`src/rtl/mc_pkg.sv`:
```
// Shared constants for the multicycle control FSM: opcodes, functs, ALU codes, state encodings.
// The JAL state exists only when MC_JAL_EN is defined.
package mc_pkg;

  localparam int unsigned OP_W    = 6;
  localparam int unsigned FUNCT_W = 6;
  localparam int unsigned STATE_W = 4;
  localparam int unsigned ALU_W   = 3;

  localparam logic [OP_W-1:0] OP_RTYPE = 6'h00;
  localparam logic [OP_W-1:0] OP_J     = 6'h02;
  localparam logic [OP_W-1:0] OP_JAL   = 6'h03;
  localparam logic [OP_W-1:0] OP_BEQ   = 6'h04;
  localparam logic [OP_W-1:0] OP_BNE   = 6'h05;
  localparam logic [OP_W-1:0] OP_ADDI  = 6'h08;
  localparam logic [OP_W-1:0] OP_SLTI  = 6'h0A;
  localparam logic [OP_W-1:0] OP_ANDI  = 6'h0C;
  localparam logic [OP_W-1:0] OP_ORI   = 6'h0D;
  localparam logic [OP_W-1:0] OP_LW    = 6'h23;
  localparam logic [OP_W-1:0] OP_SW    = 6'h2B;

  localparam logic [FUNCT_W-1:0] FN_ADD = 6'h20;
  localparam logic [FUNCT_W-1:0] FN_SUB = 6'h22;
  localparam logic [FUNCT_W-1:0] FN_AND = 6'h24;
  localparam logic [FUNCT_W-1:0] FN_OR  = 6'h25;
  localparam logic [FUNCT_W-1:0] FN_SLT = 6'h2A;

  localparam logic [ALU_W-1:0] ALU_AND = 3'b000;
  localparam logic [ALU_W-1:0] ALU_OR  = 3'b001;
  localparam logic [ALU_W-1:0] ALU_ADD = 3'b010;
  localparam logic [ALU_W-1:0] ALU_SUB = 3'b110;
  localparam logic [ALU_W-1:0] ALU_SLT = 3'b111;

  typedef enum logic [STATE_W-1:0] {
    S_FETCH  = 4'd0,
    S_DECODE = 4'd1,
    S_MEMADR = 4'd2,
    S_MEMRD  = 4'd3,
    S_MEMWB  = 4'd4,
    S_MEMWR  = 4'd5,
    S_EXEC_R = 4'd6,
    S_EXEC_I = 4'd7,
    S_ALUWB  = 4'd8,
    S_BRANCH = 4'd9,
    S_JUMP   = 4'd10
`ifdef MC_JAL_EN
    , S_JAL  = 4'd11
`endif
  } state_e;

  // ALU operation class selected by the current state
  typedef enum logic [1:0] {
    ACLS_ADD   = 2'd0,
    ACLS_RTYPE = 2'd1,
    ACLS_ITYPE = 2'd2,
    ACLS_SUB   = 2'd3
  } alu_cls_e;

endpackage

```
`src/rtl/multicycle_ctrl_fsm_if.sv`:
```
// Control bus between the multicycle FSM (master) and the datapath (slave).
interface multicycle_ctrl_fsm_if
  import mc_pkg::*;
#(
  parameter int unsigned ALU_CTRL_W = 3
);
  logic [OP_W-1:0]       opcode;
  logic [FUNCT_W-1:0]    funct;
  logic                  mem_ready;
  logic                  pc_write;
  logic                  ir_write;
  logic                  mem_read;
  logic                  mem_write;
  logic                  i_or_d;
  logic                  alu_src_a;
  logic                  reg_write;
  logic                  branch;
  logic                  branch_ne;
  logic                  imm_zext;
  logic [1:0]            pc_src;
  logic [1:0]            alu_src_b;
  logic [1:0]            reg_dst;
  logic [1:0]            mem_to_reg;
  logic [ALU_CTRL_W-1:0] alu_control;
  logic                  illegal;
  logic                  timeout;
  logic [STATE_W-1:0]    state_o;

  modport master (
    input  opcode, funct, mem_ready,
    output pc_write, ir_write, mem_read, mem_write, i_or_d, alu_src_a, reg_write,
           branch, branch_ne, imm_zext, pc_src, alu_src_b, reg_dst, mem_to_reg,
           alu_control, illegal, timeout, state_o
  );

  modport slave (
    output opcode, funct, mem_ready,
    input  pc_write, ir_write, mem_read, mem_write, i_or_d, alu_src_a, reg_write,
           branch, branch_ne, imm_zext, pc_src, alu_src_b, reg_dst, mem_to_reg,
           alu_control, illegal, timeout, state_o
  );
endinterface

```
`src/rtl/mc_alu_decoder.sv`:
```
// Maps the state's ALU class plus opcode/funct to a 3-bit ALU code and flags unknown R-type functs.
module mc_alu_decoder
  import mc_pkg::*;
(
  input  alu_cls_e           cls_i,
  input  logic [OP_W-1:0]    opcode_i,
  input  logic [FUNCT_W-1:0] funct_i,
  output logic [ALU_W-1:0]   alu_code_o,
  output logic               funct_illegal_o
);

  always_comb begin
    alu_code_o      = ALU_ADD;
    funct_illegal_o = 1'b0;
    case (cls_i)
      ACLS_RTYPE: begin
        case (funct_i)
          FN_ADD:  alu_code_o = ALU_ADD;
          FN_SUB:  alu_code_o = ALU_SUB;
          FN_AND:  alu_code_o = ALU_AND;
          FN_OR:   alu_code_o = ALU_OR;
          FN_SLT:  alu_code_o = ALU_SLT;
          default: funct_illegal_o = 1'b1;
        endcase
      end
      ACLS_ITYPE: begin
        case (opcode_i)
          OP_ANDI: alu_code_o = ALU_AND;
          OP_ORI:  alu_code_o = ALU_OR;
          OP_SLTI: alu_code_o = ALU_SLT;
          default: alu_code_o = ALU_ADD;
        endcase
      end
      ACLS_SUB: alu_code_o = ALU_SUB;
      default:  alu_code_o = ALU_ADD;
    endcase
  end

endmodule

```
`src/rtl/multicycle_ctrl_fsm.sv`:
```
// Moore control FSM for a multicycle MIPS-style datapath with a memory-wait timeout.
// Define MC_JAL_EN to add the single-cycle JAL state (opcode 0x03).
module multicycle_ctrl_fsm
  import mc_pkg::*;
#(
  parameter int unsigned ALU_CTRL_W = 3,
  parameter int unsigned TO_W       = 4
) (
  input  logic                  clk,
  input  logic                  rst_n,
  multicycle_ctrl_fsm_if.master bus
);

  // Timeout fires on the (2^TO_W-1)-th consecutive not-ready wait cycle
  localparam int unsigned TO_LAST = (1 << TO_W) - 2;

  state_e            state_q, state_d;
  logic [TO_W-1:0]   cnt_q, cnt_d;
  alu_cls_e          alu_cls;
  logic [ALU_W-1:0]  alu_code;
  logic              funct_ill;
  logic              waiting;

  logic pc_write_c, ir_write_c, mem_read_c, mem_write_c, i_or_d_c, alu_src_a_c;
  logic reg_write_c, branch_c, branch_ne_c, imm_zext_c, illegal_c, timeout_c;
  logic [1:0] pc_src_c, alu_src_b_c, reg_dst_c, mem_to_reg_c;

  always_ff @(posedge clk or negedge rst_n) begin
    if (!rst_n) begin
      state_q <= S_FETCH;
      cnt_q   <= '0;
    end else begin
      state_q <= state_d;
      cnt_q   <= cnt_d;
    end
  end

  // ALU class depends only on the state register
  always_comb begin
    alu_cls = ACLS_ADD;
    case (state_q)
      S_EXEC_R: alu_cls = ACLS_RTYPE;
      S_EXEC_I: alu_cls = ACLS_ITYPE;
      S_BRANCH: alu_cls = ACLS_SUB;
      default:  alu_cls = ACLS_ADD;
    endcase
  end

  mc_alu_decoder u_alu_dec (
    .cls_i           (alu_cls),
    .opcode_i        (bus.opcode),
    .funct_i         (bus.funct),
    .alu_code_o      (alu_code),
    .funct_illegal_o (funct_ill)
  );

  always_comb begin
    state_d      = state_q;
    cnt_d        = '0;
    waiting      = 1'b0;
    pc_write_c   = 1'b0;
    ir_write_c   = 1'b0;
    mem_read_c   = 1'b0;
    mem_write_c  = 1'b0;
    i_or_d_c     = 1'b0;
    alu_src_a_c  = 1'b0;
    reg_write_c  = 1'b0;
    branch_c     = 1'b0;
    branch_ne_c  = 1'b0;
    imm_zext_c   = 1'b0;
    illegal_c    = 1'b0;
    timeout_c    = 1'b0;
    pc_src_c     = 2'd0;
    alu_src_b_c  = 2'd0;
    reg_dst_c    = 2'd0;
    mem_to_reg_c = 2'd0;
    case (state_q)
      S_FETCH: begin
        mem_read_c  = 1'b1;
        alu_src_b_c = 2'd1;
        if (bus.mem_ready) begin
          ir_write_c = 1'b1;
          pc_write_c = 1'b1;
          state_d    = S_DECODE;
        end else begin
          waiting = 1'b1;
        end
      end
      S_DECODE: begin
        alu_src_b_c = 2'd3;
        case (bus.opcode)
          OP_LW, OP_SW:                      state_d = S_MEMADR;
          OP_RTYPE:                          state_d = S_EXEC_R;
          OP_ADDI, OP_ANDI, OP_ORI, OP_SLTI: state_d = S_EXEC_I;
          OP_BEQ, OP_BNE:                    state_d = S_BRANCH;
          OP_J:                              state_d = S_JUMP;
`ifdef MC_JAL_EN
          OP_JAL:                            state_d = S_JAL;
`endif
          default: begin
            illegal_c = 1'b1;
            state_d   = S_FETCH;
          end
        endcase
      end
      S_MEMADR: begin
        alu_src_a_c = 1'b1;
        alu_src_b_c = 2'd2;
        state_d     = (bus.opcode == OP_SW) ? S_MEMWR : S_MEMRD;
      end
      S_MEMRD: begin
        mem_read_c = 1'b1;
        i_or_d_c   = 1'b1;
        if (bus.mem_ready) state_d = S_MEMWB;
        else               waiting = 1'b1;
      end
      S_MEMWB: begin
        reg_write_c  = 1'b1;
        mem_to_reg_c = 2'd1;
        state_d      = S_FETCH;
      end
      S_MEMWR: begin
        mem_write_c = 1'b1;
        i_or_d_c    = 1'b1;
        if (bus.mem_ready) state_d = S_FETCH;
        else               waiting = 1'b1;
      end
      S_EXEC_R: begin
        alu_src_a_c = 1'b1;
        if (funct_ill) begin
          illegal_c = 1'b1;
          state_d   = S_FETCH;
        end else begin
          state_d = S_ALUWB;
        end
      end
      S_EXEC_I: begin
        alu_src_a_c = 1'b1;
        alu_src_b_c = 2'd2;
        imm_zext_c  = (bus.opcode == OP_ANDI) || (bus.opcode == OP_ORI);
        state_d     = S_ALUWB;
      end
      S_ALUWB: begin
        reg_write_c = 1'b1;
        reg_dst_c   = (bus.opcode == OP_RTYPE) ? 2'd1 : 2'd0;
        state_d     = S_FETCH;
      end
      S_BRANCH: begin
        alu_src_a_c = 1'b1;
        pc_src_c    = 2'd1;
        branch_c    = 1'b1;
        branch_ne_c = (bus.opcode == OP_BNE);
        state_d     = S_FETCH;
      end
      S_JUMP: begin
        pc_write_c = 1'b1;
        pc_src_c   = 2'd2;
        state_d    = S_FETCH;
      end
`ifdef MC_JAL_EN
      S_JAL: begin
        pc_write_c   = 1'b1;
        pc_src_c     = 2'd2;
        reg_write_c  = 1'b1;
        reg_dst_c    = 2'd2;
        mem_to_reg_c = 2'd2;
        state_d      = S_FETCH;
      end
`endif
      default: state_d = S_FETCH;
    endcase
    // Wait-state watchdog: abort the access and refetch
    if (waiting) begin
      if (cnt_q == TO_W'(TO_LAST)) begin
        timeout_c   = 1'b1;
        mem_write_c = 1'b0;
        state_d     = S_FETCH;
      end else begin
        cnt_d = cnt_q + TO_W'(1);
      end
    end
  end

  assign bus.pc_write    = pc_write_c;
  assign bus.ir_write    = ir_write_c;
  assign bus.mem_read    = mem_read_c;
  assign bus.mem_write   = mem_write_c;
  assign bus.i_or_d      = i_or_d_c;
  assign bus.alu_src_a   = alu_src_a_c;
  assign bus.reg_write   = reg_write_c;
  assign bus.branch      = branch_c;
  assign bus.branch_ne   = branch_ne_c;
  assign bus.imm_zext    = imm_zext_c;
  assign bus.pc_src      = pc_src_c;
  assign bus.alu_src_b   = alu_src_b_c;
  assign bus.reg_dst     = reg_dst_c;
  assign bus.mem_to_reg  = mem_to_reg_c;
  assign bus.alu_control = ALU_CTRL_W'(alu_code);
  assign bus.illegal     = illegal_c;
  assign bus.timeout     = timeout_c;
  assign bus.state_o     = state_q;

endmodule

```
`src/flat_wrapper.sv`:
```
// flat-port wrapper written by rule: the top's interface ports become plain ports
module multicycle_ctrl_fsm_flat import mc_pkg::*;
#(
  parameter int unsigned ALU_CTRL_W = 3,
  parameter int unsigned TO_W       = 4
)
  (clk, rst_n, bus_opcode, bus_funct, bus_mem_ready, bus_pc_write, bus_ir_write, bus_mem_read, bus_mem_write, bus_i_or_d, bus_alu_src_a, bus_reg_write, bus_branch, bus_branch_ne, bus_imm_zext, bus_pc_src, bus_alu_src_b, bus_reg_dst, bus_mem_to_reg, bus_alu_control, bus_illegal, bus_timeout, bus_state_o);
  multicycle_ctrl_fsm_if #(.ALU_CTRL_W(ALU_CTRL_W)) bus_i ();
  input  logic clk;
  input  logic rst_n;
  input wire logic [$bits(bus_i.opcode)-1:0] bus_opcode;
  input wire logic [$bits(bus_i.funct)-1:0] bus_funct;
  input wire logic [$bits(bus_i.mem_ready)-1:0] bus_mem_ready;
  output wire logic [$bits(bus_i.pc_write)-1:0] bus_pc_write;
  output wire logic [$bits(bus_i.ir_write)-1:0] bus_ir_write;
  output wire logic [$bits(bus_i.mem_read)-1:0] bus_mem_read;
  output wire logic [$bits(bus_i.mem_write)-1:0] bus_mem_write;
  output wire logic [$bits(bus_i.i_or_d)-1:0] bus_i_or_d;
  output wire logic [$bits(bus_i.alu_src_a)-1:0] bus_alu_src_a;
  output wire logic [$bits(bus_i.reg_write)-1:0] bus_reg_write;
  output wire logic [$bits(bus_i.branch)-1:0] bus_branch;
  output wire logic [$bits(bus_i.branch_ne)-1:0] bus_branch_ne;
  output wire logic [$bits(bus_i.imm_zext)-1:0] bus_imm_zext;
  output wire logic [$bits(bus_i.pc_src)-1:0] bus_pc_src;
  output wire logic [$bits(bus_i.alu_src_b)-1:0] bus_alu_src_b;
  output wire logic [$bits(bus_i.reg_dst)-1:0] bus_reg_dst;
  output wire logic [$bits(bus_i.mem_to_reg)-1:0] bus_mem_to_reg;
  output wire logic [$bits(bus_i.alu_control)-1:0] bus_alu_control;
  output wire logic [$bits(bus_i.illegal)-1:0] bus_illegal;
  output wire logic [$bits(bus_i.timeout)-1:0] bus_timeout;
  output wire logic [$bits(bus_i.state_o)-1:0] bus_state_o;
  assign bus_i.opcode = bus_opcode;
  assign bus_i.funct = bus_funct;
  assign bus_i.mem_ready = bus_mem_ready;
  assign bus_pc_write = bus_i.pc_write;
  assign bus_ir_write = bus_i.ir_write;
  assign bus_mem_read = bus_i.mem_read;
  assign bus_mem_write = bus_i.mem_write;
  assign bus_i_or_d = bus_i.i_or_d;
  assign bus_alu_src_a = bus_i.alu_src_a;
  assign bus_reg_write = bus_i.reg_write;
  assign bus_branch = bus_i.branch;
  assign bus_branch_ne = bus_i.branch_ne;
  assign bus_imm_zext = bus_i.imm_zext;
  assign bus_pc_src = bus_i.pc_src;
  assign bus_alu_src_b = bus_i.alu_src_b;
  assign bus_reg_dst = bus_i.reg_dst;
  assign bus_mem_to_reg = bus_i.mem_to_reg;
  assign bus_alu_control = bus_i.alu_control;
  assign bus_illegal = bus_i.illegal;
  assign bus_timeout = bus_i.timeout;
  assign bus_state_o = bus_i.state_o;
  multicycle_ctrl_fsm #(.ALU_CTRL_W(ALU_CTRL_W), .TO_W(TO_W)) u_core (.clk(clk), .rst_n(rst_n), .bus(bus_i));
endmodule
```
`config.mk`:
```
export PLATFORM = sky130hd
export DESIGN_NAME = multicycle_ctrl_fsm_flat
export DESIGN_NICKNAME = d
export VERILOG_FILES = /design/src/rtl/mc_pkg.sv /design/src/rtl/multicycle_ctrl_fsm_if.sv /design/src/rtl/mc_alu_decoder.sv /design/src/rtl/multicycle_ctrl_fsm.sv /design/src/flat_wrapper.sv
export SDC_FILE = /design/constraint.sdc
export NUM_CORES = 1
export LEC_CHECK = 0
export ABC_AREA = 1
export CORE_MARGIN = 2
export CORE_UTILIZATION = 39
export CTS_BUF_LIST = sky130_fd_sc_hd__clkbuf_8
export DETAILED_ROUTE_END_ITERATION = 10
export GPL_TIMING_DRIVEN = 0
export PLACE_DENSITY = 0.77
export SYNTH_ARGS = -nofsm -noshare
export SYNTH_HDL_FRONTEND = slang
export SYNTH_SLANG_ARGS = --single-unit
```
`constraint.sdc`:
```
create_clock -name clk -period 1.7 [get_ports clk]
set_clock_uncertainty 0.2 [all_clocks]
set_input_delay 0.51 -clock clk [delete_from_list [all_inputs] [get_ports clk]]
set_output_delay 0.51 -clock clk [all_outputs]
set_load 0.01 [all_outputs]
```
==> results.sh <==
export IMPL_final_max_slew_viol_count=0
export IMPL_total_leakage_power_uw=0.000959
export IMPL_dpl_worst_slack_ns=-1.22
export IMPL_layout_commonest_cell="buf_6"
export IMPL_final_util=0.884
export IMPL_yosys_area_top_type="dfrtp_1"
export IMPL_grt_pass1_wl_um=6020
export IMPL_synth_area_leaders="dfrtp_1 (21%), nand2_1 (12%), nand3_1 (11%)"
export IMPL_synth_seq_cells=8
export IMPL_ios=42
export IMPL_cts_tree="yes"
export IMPL_synth_area_um2=933
export IMPL_synth_top_area_frac=0.214
export IMPL_wl_per_cell_um=17.8
export IMPL_rsz0062_at_grt="true"
export IMPL_layout_drive_gt1_share=0.655
export IMPL_antenna_found_initial=0
export IMPL_fmax_ghz=0.427
export IMPL_root_buffer="clkbuf_8"
export IMPL_drt_iter0_drc=49
export IMPL_coreArea_um2=2230
export IMPL_ir_worst_vdd_mv=1.03
export IMPL_outcome="complete, but fails checks"
export IMPL_syn_inst=155
export IMPL_final_net_count=253
export IMPL_period_share=1.38
export IMPL_cp_start_kind="flop"
export IMPL_dp_hpwl_um=2180
export IMPL_placed_area_um2=1420
export IMPL_vias_per_cell=5.57
export IMPL_violations="negative setup slack"
export IMPL_num_antenna_cells=0
export IMPL_setup_tns_ns=-9.38
export IMPL_clk_pin_slew_worst_paths_ns=0.05
export IMPL_worstPathRequired_ns=0.99
export IMPL_yosysUniqueCellTypes=25
export IMPL_htreeDepth=1
export IMPL_ctsHoldBuffers=0
export IMPL_grt_pass1_vias=1332
export IMPL_drcViolationCount=0
export IMPL_cts_buffers_inserted=3
export IMPL_power_uw=2090
export IMPL_path_class="flop to output pin"
export IMPL_finalHoldViolations=0
export IMPL_cp_end_kind="output pin"
export IMPL_worst_path_max_fanout=4
export IMPL_avgSynthCellArea_um2=6.02
export IMPL_cts_buffer_depth=2
export IMPL_arrival_ns=1.63
export IMPL_initial_utilization=0.418
export IMPL_setup_viol=23
export IMPL_die_w_um=52.9
export IMPL_track_usage=0.294
export IMPL_final_area_um2=1970
export IMPL_worstSkewPairLatency_ns=0.23
export IMPL_hp_class="flop to flop"
export IMPL_num_vias=1466
export IMPL_area_delta_synth_final_pct=112
export IMPL_reg2reg_setup_slack_ns=0.03
export IMPL_rows=17
export IMPL_die_h_um=52.9
export IMPL_mostFrequentLayoutCells="buf_6 (25), nand2_1 (22), buf_4 (21), nor2_4 (17), inv_2 (16)"
export IMPL_firstDrtPassIters=4
export IMPL_routed_wl_um=4680
export IMPL_cts_sinks=8
export IMPL_overflow=0
export IMPL_yosysWarnings=0
export IMPL_period_needed_ns=2.34
export IMPL_grt_max_degree=9
export IMPL_postRouteAntennaNets=0
export IMPL_die_area_um2=2800
export IMPL_setup_ws_ns=-0.643
export IMPL_pwr_density_cell_nw_per_um2=1060
export IMPL_numPortBuffers=39
export IMPL_cap_violations=0
export IMPL_ys_seq_area_frac=0.214
export IMPL_place_congestion=0.840
[where the power goes]
group	internal, uW	switching, uW	leakage [uW]
Clock	158	93.4	0.0000269
Sequential	242	73.1	0.000102
Combinational	720	806	0.000830
Total	1120	972	0.000959
[state kept, by name, indices dropped and copies added (netlist names)]
signal,flops
u_core.bus.state_o,4
u_core.cnt_q,4
[critical path: stages (launching register included)]
cell,delay [ns]
dfrtp_2,0.41
inv_2,0.08
nor2_4,0.17
inv_2,0.10
nor2_4,0.13
buf_6,0.12
nand3_4,0.06
o21ai_2,0.17
buf_2,0.15
[area by class of cell]
type | instances | area, um2
Buffer | 3 | 22.5
Inverter | 28 | 123
Tap cell | 28 | 35.0
Clock inverter | 1 | 3.75
Timing Repair Buffer | 75 | 682
Multi-Input combinational cell | 117 | 862
Fill cell | 101 | 259
Clock buffer | 3 | 41.3
Sequential cell | 8 | 205
[per-layer routing]
layer / GRT usage / wire length (um) / share of wire
met3: 0.0367 / 255 / 0.054
met2: 0.565 / 2380 / 0.51
met4: 0.0897 / 321 / 0.069
met5: 0 / 0 / 0
met1: 0.332 / 1730 / 0.37
[path summary, 6_finish.rpt]
check / startpoint / to / depth (start not counted)
setup / recovery: u_core.bus.state_o[0] / bus_illegal / 8
hold / removal: u_core.cnt_q[2] / u_core.cnt_q[2] / 1
setup reg to reg: u_core.bus.state_o[3] / u_core.bus.state_o[1] / 8
hold reg to reg: u_core.cnt_q[2] / u_core.cnt_q[2] / 1
max in group asynchronous: rst_n / u_core.bus.state_o[3] / 1
min in group asynchronous: rst_n / u_core.cnt_q[1] / 1
[timing repair]
item,CTS,global route
endpoints found under the setup margin,28,25
gates resized for setup,197,43
pin swaps,26,17
buffers inserted,35,11
[synth_stat cells]
library cell / n
o21ai_0: 3
a21oi_2: 1
nor2_1: 26
conb_1: 1
nand4_1: 5
inv_1: 25
nand3_1: 20
buf_4: 3
inv_4: 1
nand2_2: 4
a21boi_0: 1
dfrtp_1: 8
inv_2: 2
nand3_2: 1
nor3_1: 4
o21ai_1: 2
o221ai_2: 1
nor2_2: 4
ha_1: 2
nand2_1: 30
nor3_2: 1
a211oi_2: 1
xor2_1: 1
nor2_4: 4
a21oi_1: 4
[per-stage QoR]
step / hold WS [ns] / instances
finish: 0.319 / 263
global route: 0.349 / 263
floorplan: 0.0144 / 156
global placement: 0.278 / 223
CTS: 0.314 / 255
detailed placement: 0.288 / 223
[logic make-up (layout without fill, tap and decap cells)]
family,Yosys count,count (layout),synth area share
AO/OA/AOI/OAI,13,13,0.0952
flip-flops,8,8,0.214
XOR/XNOR,1,1,0.00939
buffers and inverters,31,110,0.139
adder cells (fa/ha/maj),2,2,0.0268
other,1,2,0.00402
AND/OR/NAND/NOR,99,99,0.511
Note: power is estimated with default switching activity, not from simulation.
